[src/rtl/wd_apb_slave_if.sv]
// APB bus bundle between the initiator (testbench driver) and the watchdog completer.
// Carries the select, phase, address and data signals plus the completer's response.
interface wd_apb_slave_if;
  logic       psel;
  logic       penable;
  logic       pwrite;
  logic [7:0] paddr;
  logic [7:0] pwdata;
  logic [7:0] prdata;
  logic       pready;
  logic       pslverr;

  modport master (
    output psel, penable, pwrite, paddr, pwdata,
    input  prdata, pready, pslverr
  );

  modport slave (
    input  psel, penable, pwrite, paddr, pwdata,
    output prdata, pready, pslverr
  );
endinterface

[src/rtl/wd_apb_slave.sv]
// Watchdog timer behind a zero-wait-state 8-bit APB completer.
// A prescaled down-counter raises intr on the first expiry and timeout on a second, unserviced one.
module wd_apb_slave #(
  parameter int         PRESCALE = 4,
  parameter logic [7:0] LOAD_RST = 8'hFF,
  parameter logic [7:0] KICK_KEY = 8'h5A
) (
  input  logic                pclk,
  input  logic                preset,
  wd_apb_slave_if.slave       apb,
  output logic                timeout,
  output logic                intr
);

  localparam int PW = (PRESCALE > 1) ? $clog2(PRESCALE) : 1;
  localparam logic [PW-1:0] PRESC_MAX = PW'(PRESCALE - 1);

  localparam logic [7:0] A_CTRL   = 8'h00;
  localparam logic [7:0] A_LOAD   = 8'h01;
  localparam logic [7:0] A_COUNT  = 8'h02;
  localparam logic [7:0] A_KICK   = 8'h03;
  localparam logic [7:0] A_STATUS = 8'h04;

  typedef enum logic [1:0] {S_IDLE, S_SETUP, S_ACCESS} state_t;

  state_t        r_state;
  logic [7:0]    r_addr;
  logic [7:0]    r_wdata;
  logic          r_write;
  logic [7:0]    r_prdata;
  logic          r_pready;
  logic          r_pslverr;

  logic [2:0]    r_ctrl;
  logic [7:0]    r_load;
  logic [7:0]    r_count;
  logic [PW-1:0] r_presc;
  logic          r_pend;
  logic          r_timeout;
  logic          r_intr;

  logic [7:0]    w_rdata;
  logic          w_commit;
  logic          w_kick;
  logic          w_en_rise;
  logic          w_tick;
  logic          w_expire;
  logic [2:0]    w_ctrl_nxt;
  logic [7:0]    w_load_nxt;
  logic [7:0]    w_count_nxt;
  logic [PW-1:0] w_presc_nxt;
  logic          w_pend_nxt;
  logic          w_timeout_nxt;

  function automatic logic addr_decoded(input logic [7:0] addr);
    return (addr <= A_STATUS);
  endfunction

  assign apb.prdata  = r_prdata;
  assign apb.pready  = r_pready;
  assign apb.pslverr = r_pslverr;
  assign timeout     = r_timeout;
  assign intr        = r_intr;

  always_comb begin
    w_rdata = 8'h00;
    case (apb.paddr)
      A_CTRL:   w_rdata = {5'b00000, r_ctrl};
      A_LOAD:   w_rdata = r_load;
      A_COUNT:  w_rdata = r_count;
      A_KICK:   w_rdata = 8'h00;
      A_STATUS: w_rdata = {6'b000000, r_timeout, r_pend};
      default:  w_rdata = 8'h00;
    endcase
  end

  // Writes latched on entry to ACCESS take effect at the edge that ends ACCESS.
  always_comb begin
    w_commit      = (r_state == S_ACCESS) && r_write;
    w_kick        = w_commit && (r_addr == A_KICK) && (r_wdata == KICK_KEY);
    w_en_rise     = w_commit && (r_addr == A_CTRL) && r_wdata[0] && !r_ctrl[0];
    w_tick        = r_ctrl[0] && (r_presc == PRESC_MAX);
    w_expire      = w_tick && (r_count == 8'h00) && !w_kick;
    w_ctrl_nxt    = (w_commit && (r_addr == A_CTRL)) ? r_wdata[2:0] : r_ctrl;
    w_load_nxt    = (w_commit && (r_addr == A_LOAD)) ? r_wdata : r_load;
    w_count_nxt   = r_count;
    w_presc_nxt   = r_presc;
    if (w_kick || w_en_rise) begin
      w_count_nxt = r_load;
      w_presc_nxt = '0;
    end else if (r_ctrl[0]) begin
      w_presc_nxt = w_tick ? '0 : (r_presc + PW'(1));
      if (w_tick) begin
        w_count_nxt = (r_count == 8'h00) ? r_load : (r_count - 8'd1);
      end else begin
        w_count_nxt = r_count;
      end
    end else begin
      w_count_nxt = r_count;
    end
    // An expiry that sets intr_pend overrides a same-cycle write-1-to-clear.
    if (w_expire && !(r_pend && r_ctrl[2])) begin
      w_pend_nxt = 1'b1;
    end else if (w_commit && (r_addr == A_STATUS) && r_wdata[0]) begin
      w_pend_nxt = 1'b0;
    end else begin
      w_pend_nxt = r_pend;
    end
    w_timeout_nxt = r_timeout | (w_expire && r_pend && r_ctrl[2]);
  end

  always_ff @(posedge pclk) begin
    if (preset) begin
      r_state   <= S_IDLE;
      r_addr    <= 8'h00;
      r_wdata   <= 8'h00;
      r_write   <= 1'b0;
      r_prdata  <= 8'h00;
      r_pready  <= 1'b0;
      r_pslverr <= 1'b0;
    end else begin
      r_pready  <= 1'b0;
      r_pslverr <= 1'b0;
      case (r_state)
        S_IDLE: begin
          if (apb.psel && !apb.penable) begin
            r_state <= S_SETUP;
          end else begin
            r_state <= S_IDLE;
          end
        end
        S_SETUP: begin
          if (!apb.psel) begin
            r_state <= S_IDLE;
          end else if (apb.penable) begin
            r_state   <= S_ACCESS;
            r_pready  <= 1'b1;
            r_pslverr <= !addr_decoded(apb.paddr);
            r_addr    <= apb.paddr;
            r_wdata   <= apb.pwdata;
            r_write   <= apb.pwrite;
            if (!apb.pwrite) begin
              r_prdata <= w_rdata;
            end else begin
              r_prdata <= r_prdata;
            end
          end else begin
            r_state <= S_SETUP;
          end
        end
        S_ACCESS: begin
          if (apb.psel && !apb.penable) begin
            r_state <= S_SETUP;
          end else begin
            r_state <= S_IDLE;
          end
        end
        default: r_state <= S_IDLE;
      endcase
    end
  end

  always_ff @(posedge pclk) begin
    if (preset) begin
      r_ctrl    <= 3'b000;
      r_load    <= LOAD_RST;
      r_count   <= 8'hFF;
      r_presc   <= '0;
      r_pend    <= 1'b0;
      r_timeout <= 1'b0;
      r_intr    <= 1'b0;
    end else begin
      r_ctrl    <= w_ctrl_nxt;
      r_load    <= w_load_nxt;
      r_count   <= w_count_nxt;
      r_presc   <= w_presc_nxt;
      r_pend    <= w_pend_nxt;
      r_timeout <= w_timeout_nxt;
      r_intr    <= w_pend_nxt & w_ctrl_nxt[1];
    end
  end

endmodule

[src/flat_wrapper.sv]
// flat-port wrapper written by rule: the top's interface ports become plain ports
module wd_apb_slave_flat 
#(
  parameter int         PRESCALE = 4,
  parameter logic [7:0] LOAD_RST = 8'hFF,
  parameter logic [7:0] KICK_KEY = 8'h5A
)
  (pclk, preset, timeout, intr, apb_psel, apb_penable, apb_pwrite, apb_paddr, apb_pwdata, apb_prdata, apb_pready, apb_pslverr);
  wd_apb_slave_if apb_i ();
  input  logic pclk;
  input  logic preset;
  output logic timeout;
  output logic intr;
  input wire logic [$bits(apb_i.psel)-1:0] apb_psel;
  input wire logic [$bits(apb_i.penable)-1:0] apb_penable;
  input wire logic [$bits(apb_i.pwrite)-1:0] apb_pwrite;
  input wire logic [$bits(apb_i.paddr)-1:0] apb_paddr;
  input wire logic [$bits(apb_i.pwdata)-1:0] apb_pwdata;
  output wire logic [$bits(apb_i.prdata)-1:0] apb_prdata;
  output wire logic [$bits(apb_i.pready)-1:0] apb_pready;
  output wire logic [$bits(apb_i.pslverr)-1:0] apb_pslverr;
  assign apb_i.psel = apb_psel;
  assign apb_i.penable = apb_penable;
  assign apb_i.pwrite = apb_pwrite;
  assign apb_i.paddr = apb_paddr;
  assign apb_i.pwdata = apb_pwdata;
  assign apb_prdata = apb_i.prdata;
  assign apb_pready = apb_i.pready;
  assign apb_pslverr = apb_i.pslverr;
  wd_apb_slave #(.PRESCALE(PRESCALE), .LOAD_RST(LOAD_RST), .KICK_KEY(KICK_KEY)) u_core (.pclk(pclk), .preset(preset), .apb(apb_i), .timeout(timeout), .intr(intr));
endmodule
[config.mk]
export PLATFORM = sky130hd
export DESIGN_NAME = wd_apb_slave_flat
export DESIGN_NICKNAME = d
export VERILOG_FILES = /design/src/rtl/wd_apb_slave_if.sv /design/src/rtl/wd_apb_slave.sv /design/src/flat_wrapper.sv
export SDC_FILE = /design/constraint.sdc
export NUM_CORES = 1
export LEC_CHECK = 0
export CAP_MARGIN = 20
export CORE_UTILIZATION = 35
export CTS_CLUSTER_SIZE = 8
export DETAILED_ROUTE_END_ITERATION = 8
export PLACE_DENSITY_LB_ADDON = 0.1
export SLEW_MARGIN = 40
export SYNTH_ARGS = -nofsm -noshare
export SYNTH_HDL_FRONTEND = slang
export SYNTH_SLANG_ARGS = --single-unit
export TNS_END_PERCENT = 20
[constraint.sdc]
create_clock -name pclk -period 5.5 [get_ports pclk]
set_clock_uncertainty 0.05 [all_clocks]
set_input_delay 1.65 -clock pclk [delete_from_list [all_inputs] [get_ports pclk]]
set_output_delay 1.65 -clock pclk [all_outputs]
set_load 0.02 [all_outputs]
=== Yosys cells after proc, flatten, opt, wreduce, memory -nomap -nowiden ===
Index checks and enable logic that the tools add are counted.

* Add/sub/neg operators: 2
* Order comparisons: 1
* Equality and inequality tests: 10
* Multiplexer cells: 14
* Bitwise operators: 6
* Reductions and logical operators: 36

{| class="wikitable"
|+ Operators by type and width
! operator !! number
|-
| 8-bit 2-to-1 mux || 4
|-
| 8-bit one-hot mux with 4 select lines || 1
|-
| 8-bit zero test || 3
|-
| 1-bit logical AND || 17
|-
| 8-bit by 1-bit equality test with 1-bit output, second input constant || 2
|-
| 8-bit by 2-bit equality test with 1-bit output, second input constant || 2
|-
| 8-bit by 3-bit equality test with 1-bit output, second input constant || 2
|-
| 8-bit by 7-bit equality test with 1-bit output, second input constant || 1
|-
| 8-bit by 3-bit less-or-equal comparator with 1-bit output, second input constant || 1
|-
| 2-bit 2-to-1 mux || 4
|-
| 8-bit by 1-bit subtractor with 8-bit output, second input constant || 1
|-
| 1-bit zero test || 5
|-
| 2-bit equality test, second input constant || 2
|-
| 1-bit 2-to-1 mux || 4
|-
| 1-bit inverter || 4
|-
| 2-bit one-hot mux with 2 select lines || 1
|-
| 4-bit AND reduction || 1
|-
| 2-bit nonzero test || 2
|-
| 2-bit OR reduction || 2
|-
| 4-bit OR reduction || 1
|-
| 3-bit AND reduction || 1
|-
| 3-bit OR reduction || 1
|-
| 2-bit by 1-bit adder with 2-bit output, second input constant || 1
|-
| 2-bit by 1-bit equality test with 1-bit output, second input constant || 1
|-
| other kinds (5) || 5
|}

* Bits in registers: 53
* Bits of input ports: 21
* Output and inout port bits: 12
* Word-level logic and storage cells: 84

=== Longest topological paths before layout ===
* Depth in word-level cells: 9
* Gate-level depth with buffers: 7
* Mapped depth without buffers: 6

=== Worst setup path before layout ===
OpenSTA, ideal clock, no wires.

* Path type: input to register
* Start: input apb_paddr[3]
* End: register u_core.r_prdata[0] (netlist: u_core.apb.prdata[0])
* Data arrival time: 2882 ps
* Slack: 2493 ps
* Stages on the path: 5
* Path through: nor3_1 nand2_1 nor4b_2 o31ai_1 o21ai_0

* Cells in the longest elaborated chain, start to end: 2
* Elaborated cells on any way between the ends: 5
* Those cells by class: 3 x eq/ne; 1 x mux; 1 x reduce/logical

{| class="wikitable"
|+ Ends and longest elaborated chain
! what !! line !! text
|-
| start: declaration || flat_wrapper.sv:17 || <nowiki>input wire logic [$bits(apb_i.paddr)-1:0] apb_paddr;</nowiki>
|-
| 8-bit by 3-bit equality test with 1-bit output (tied with other cells) || wd_apb_slave.sv:67 || <nowiki>case (apb.paddr)</nowiki>
|-
| 8-bit one-hot mux with 4 select lines (*) || wd_apb_slave.sv:67 ||
|-
| end signal: assignment || wd_apb_slave.sv:143 || <nowiki>r_prdata <= w_rdata;</nowiki>
|-
| end signal: assignment || wd_apb_slave.sv:145 || <nowiki>r_prdata <= r_prdata;</nowiki>
|-
| end: declaration || wd_apb_slave.sv:30 || <nowiki>logic [7:0] r_prdata;</nowiki>
|}

Mark *: on every way between the ends. The rest lies on a longest branch, timed or not.
A chain may end at the register's enable or synchronous reset.

=== Worst setup path after layout ===
* Start: input apb_paddr[3]
* End: register u_core.r_prdata[7] (netlist: u_core.apb.prdata[7])

The elaborated chain is that of the path after synthesis.

==> impl_metrics.py <==
metrics = {
    "routing": {
        "vias": 1996,
        "first_pass_iters": 4,
        "totalWireLength_um": 5500,
        "wl_per_cell_um": 14.6,
        "drc_errors": 0,
        "avgViaCountPerCell": 5.29,
        "dr.first_iter.drc_count": 96,
        "final_antenna_net_count": 0,
    },
    "yosys": {
        "yosys-top-cells-area": "dfxtp_1, nand2_1, mux2i_1, a21oi_1, a22oi_1",
        "yosys-top-cells-count": "nand2_1, dfxtp_1, nor2_1",
        "synth-edff-count": 0,
        "synth.most_common_cell": "nand2_1",
        "async_flop_share": 0,
        "syn_inst": 270,
        "yosysTopAreaCell": "dfxtp_1",
        "ys_ff_latch": 53,
        "synth_top_flop_cell": "dfxtp_1",
        "post_synth_num_cell_types": 45,
        "postSynthAreaPerCell_um2": 8.67,
        "syn-cell-area_um2": 2340,
        "syn_nets": 294,
        "synth_top_area_share": 0.453,
        "synth_seq_area_share": 0.453,
        "yosys_warnings": 0,
    },
    "place": {
        "gp_congestion": 0.774,
        "hpwl_um": 3970,
        "place_area_um2": 2720,
        "portBuffers": 32,
    },
    "cts": {
        "worstSkewPairLatency_ns": 0.30,
        "post_cts_buffers": 0,
        "htree_levels": 2,
        "tritoncts": "built",
        "clk_pin_slew_ns": 0.10,
        "cts_inserted_buffers": 5,
        "cts_hold_buf": 0,
        "cts_num_sinks": 53,
        "cts_buffer_depth": 2,
        "cts_resized": 0,
        "cts_root_buf": "clkbuf_8",
    },
    "power_and_ir_drop": {
        "p_leak_nw": 0.949,
        "ir_worst_vdd_mv": 0.110,
        "comb_power_share": 0.048,
        "intPower_w": 0.000551,
        "clock_power_share": 0.393,
        "p_seq_frac": 0.559,
        "powerDensity_nw_per_um2": 243,
        "switching_share": 0.205,
        "p_switching_w": 0.000142,
    },
    "worst_setup_path": {
        "cp.required_ns": 5.68,
        "worstPathCellList": "clkdlybuf4s50_1 -> nor3_1 -> nand2_1 -> nor4b_2 -> o31ai_1 -> o21ai_0",
        "crit_arrival_ns": 3.76,
        "slowest_stage": "nor4b_2",
        "criticalPathCategory": "in2reg",
        "startpoint_type": "primary input",
        "slowest_delay_ns": 0.77,
        "critPathMaxFanout": 9,
        "reg2reg_slack_ns": 3.39,
        "end_kind": "flip-flop",
    },
    "sta": {
        "rsz0062_at_grt": "no",
        "setup_viol": 0,
        "maxSlewViolCount": 0,
        "holdWs_ns": 0.408,
        "hold_viol_final": 0,
        "relSlewSlack": 0.422,
        "fmax_ghz": 0.279,
        "final.setup.tns_ns": 0,
        "tightest_slew_ns": 0.864,
        "min_period_over_period": 0.651,
        "fin_crit_ns": 3.58,
    },
    "cells_and_area": {
        "drive_above_1_share": 0.0633,
        "multi_input_area_um2": 1210,
        "synthToLayoutAreaGrowth_pct": 21.9,
        "fillers": 621,
        "final_cell_area_um2": 2860,
        "seq_area_um2": 1060,
        "antenna_cells": 0,
        "nets": 323,
        "post-route-util": 0.445,
    },
    "global_routing": {
        "grt_pass1_wl_um": 9270,
        "grt_max_degree": 25,
        "grtUsageMet2": 0.259,
        "grt-busiest-layer": "met2",
        "grt.met1_usage": 0.235,
        "track_usage": 0.165,
        "overflow": 0,
        "antenna_found_initial": 0,
        "met3_usage": 0.0326,
        "grt_pass1_vias": 1868,
    },
    "floorplanning": {
        "core_area_um2": 6420,
        "dieHeight_um": 83.8,
        "die_area_um2": 7020,
        "start_util": 0.365,
        "ios": 33,
        "die_w_um": 83.8,
        "rows": 29,
    },
    "min_path": {
        "hold_class": "reg2reg",
    },
    "run": {
        "drv_cap": 0,
    },
    "run_status": {
        "status": "complete, no violations",
    },
}
-- kinds of logic after synthesis --
| group | Yosys count | share of synthesized area |
|---|---|---|
| buffers and inverters | 20 | 0.0395 |
| muxes | 20 | 0.0855 |
| adders and majority gates | 3 | 0.0160 |
| and+or+nand+nor | 116 | 0.251 |
| DFF | 53 | 0.453 |
| AOI/OAI and AO/OA | 58 | 0.155 |
-- layout by cell type (no fill, tap or decap), drive strengths merged, types with 4 or more instances in the layout --
cell and n:
nor4 4, nor3 6, nand2 58, nor2 23
a22oi 11, clkdlybuf4s50 32, nor4b 4, clkbuf 7
dfxtp 53, o21ai 14, inv 8, a21oi 19
mux2i 20, nand3 6
-- metal layers --
metal	routed length, um	part of all wire
met5	0	0
met3	184	0.033
met2	2520	0.46
met4	29	0.0053
met1	2770	0.50
-- power by group through the flow --
stage	Sequential [W]	Clock (W)	Combinational, W
4_1_cts	0.000388	0.000278	0.0000325
2_1_floorplan	0.000396	0	0.0000125
3_3_place_gp	0.000397	0	0.0000325
3_5_place_dp	0.000397	0	0.0000324
6_report	0.000388	0.000273	0.0000330
5_1_grt	0.000388	0.000294	0.0000359
-- layout make-up --
class | count | share of cell area
Multi-Input combinational cell | 197 | 0.425
Sequential cell | 53 | 0.372
Clock inverter | 1 | 0.0105
Inverter | 8 | 0.0105
Timing Repair Buffer | 34 | 0.119
Tap cell | 77 | 0.0337
Clock buffer | 7 | 0.0302
-- registers in the layout, summed over array words and instances (netlist names) --
| name | cells |
|---|---|
| u_core.apb.prdata | 8 |
| u_core.apb.pready | 1 |
| u_core.apb.pslverr | 1 |
| u_core.intr | 1 |
| u_core.r_addr | 8 |
| u_core.r_count | 8 |
| u_core.r_ctrl | 3 |
| u_core.r_load | 8 |
| u_core.r_pend | 1 |
| u_core.r_presc | 2 |
| u_core.r_state | 2 |
| u_core.r_wdata | 8 |
| u_core.r_write | 1 |
| u_core.timeout | 1 |
-- path summary, 6_finish.rpt --
path,start,endpoint,cells after the start
max,apb_paddr[3],u_core.apb.prdata[7],6
min,u_core.r_addr[6],u_core.r_addr[6],2
max reg2reg,u_core.r_addr[3],u_core.r_count[2],6
min reg2reg,u_core.r_addr[6],u_core.r_addr[6],2
-- critical path, delay by kind of cell --
family	cells	cell delay, ns
AO/OA/AOI/OAI	2	0.54
buffers and inverters	1	0.42
AND/OR/NAND/NOR	3	1.14
-- through the flow --
stage,total power (W),setup slack [ns],instances
6_report,0.000693,1.92,377
5_1_grt,0.000718,1.75,377
4_1_cts,0.000699,1.91,376
3_5_place_dp,0.000429,1.59,368
3_3_place_gp,0.000429,1.66,368
2_1_floorplan,0.000408,2.49,270
Power figures use the tool's default switching activity.
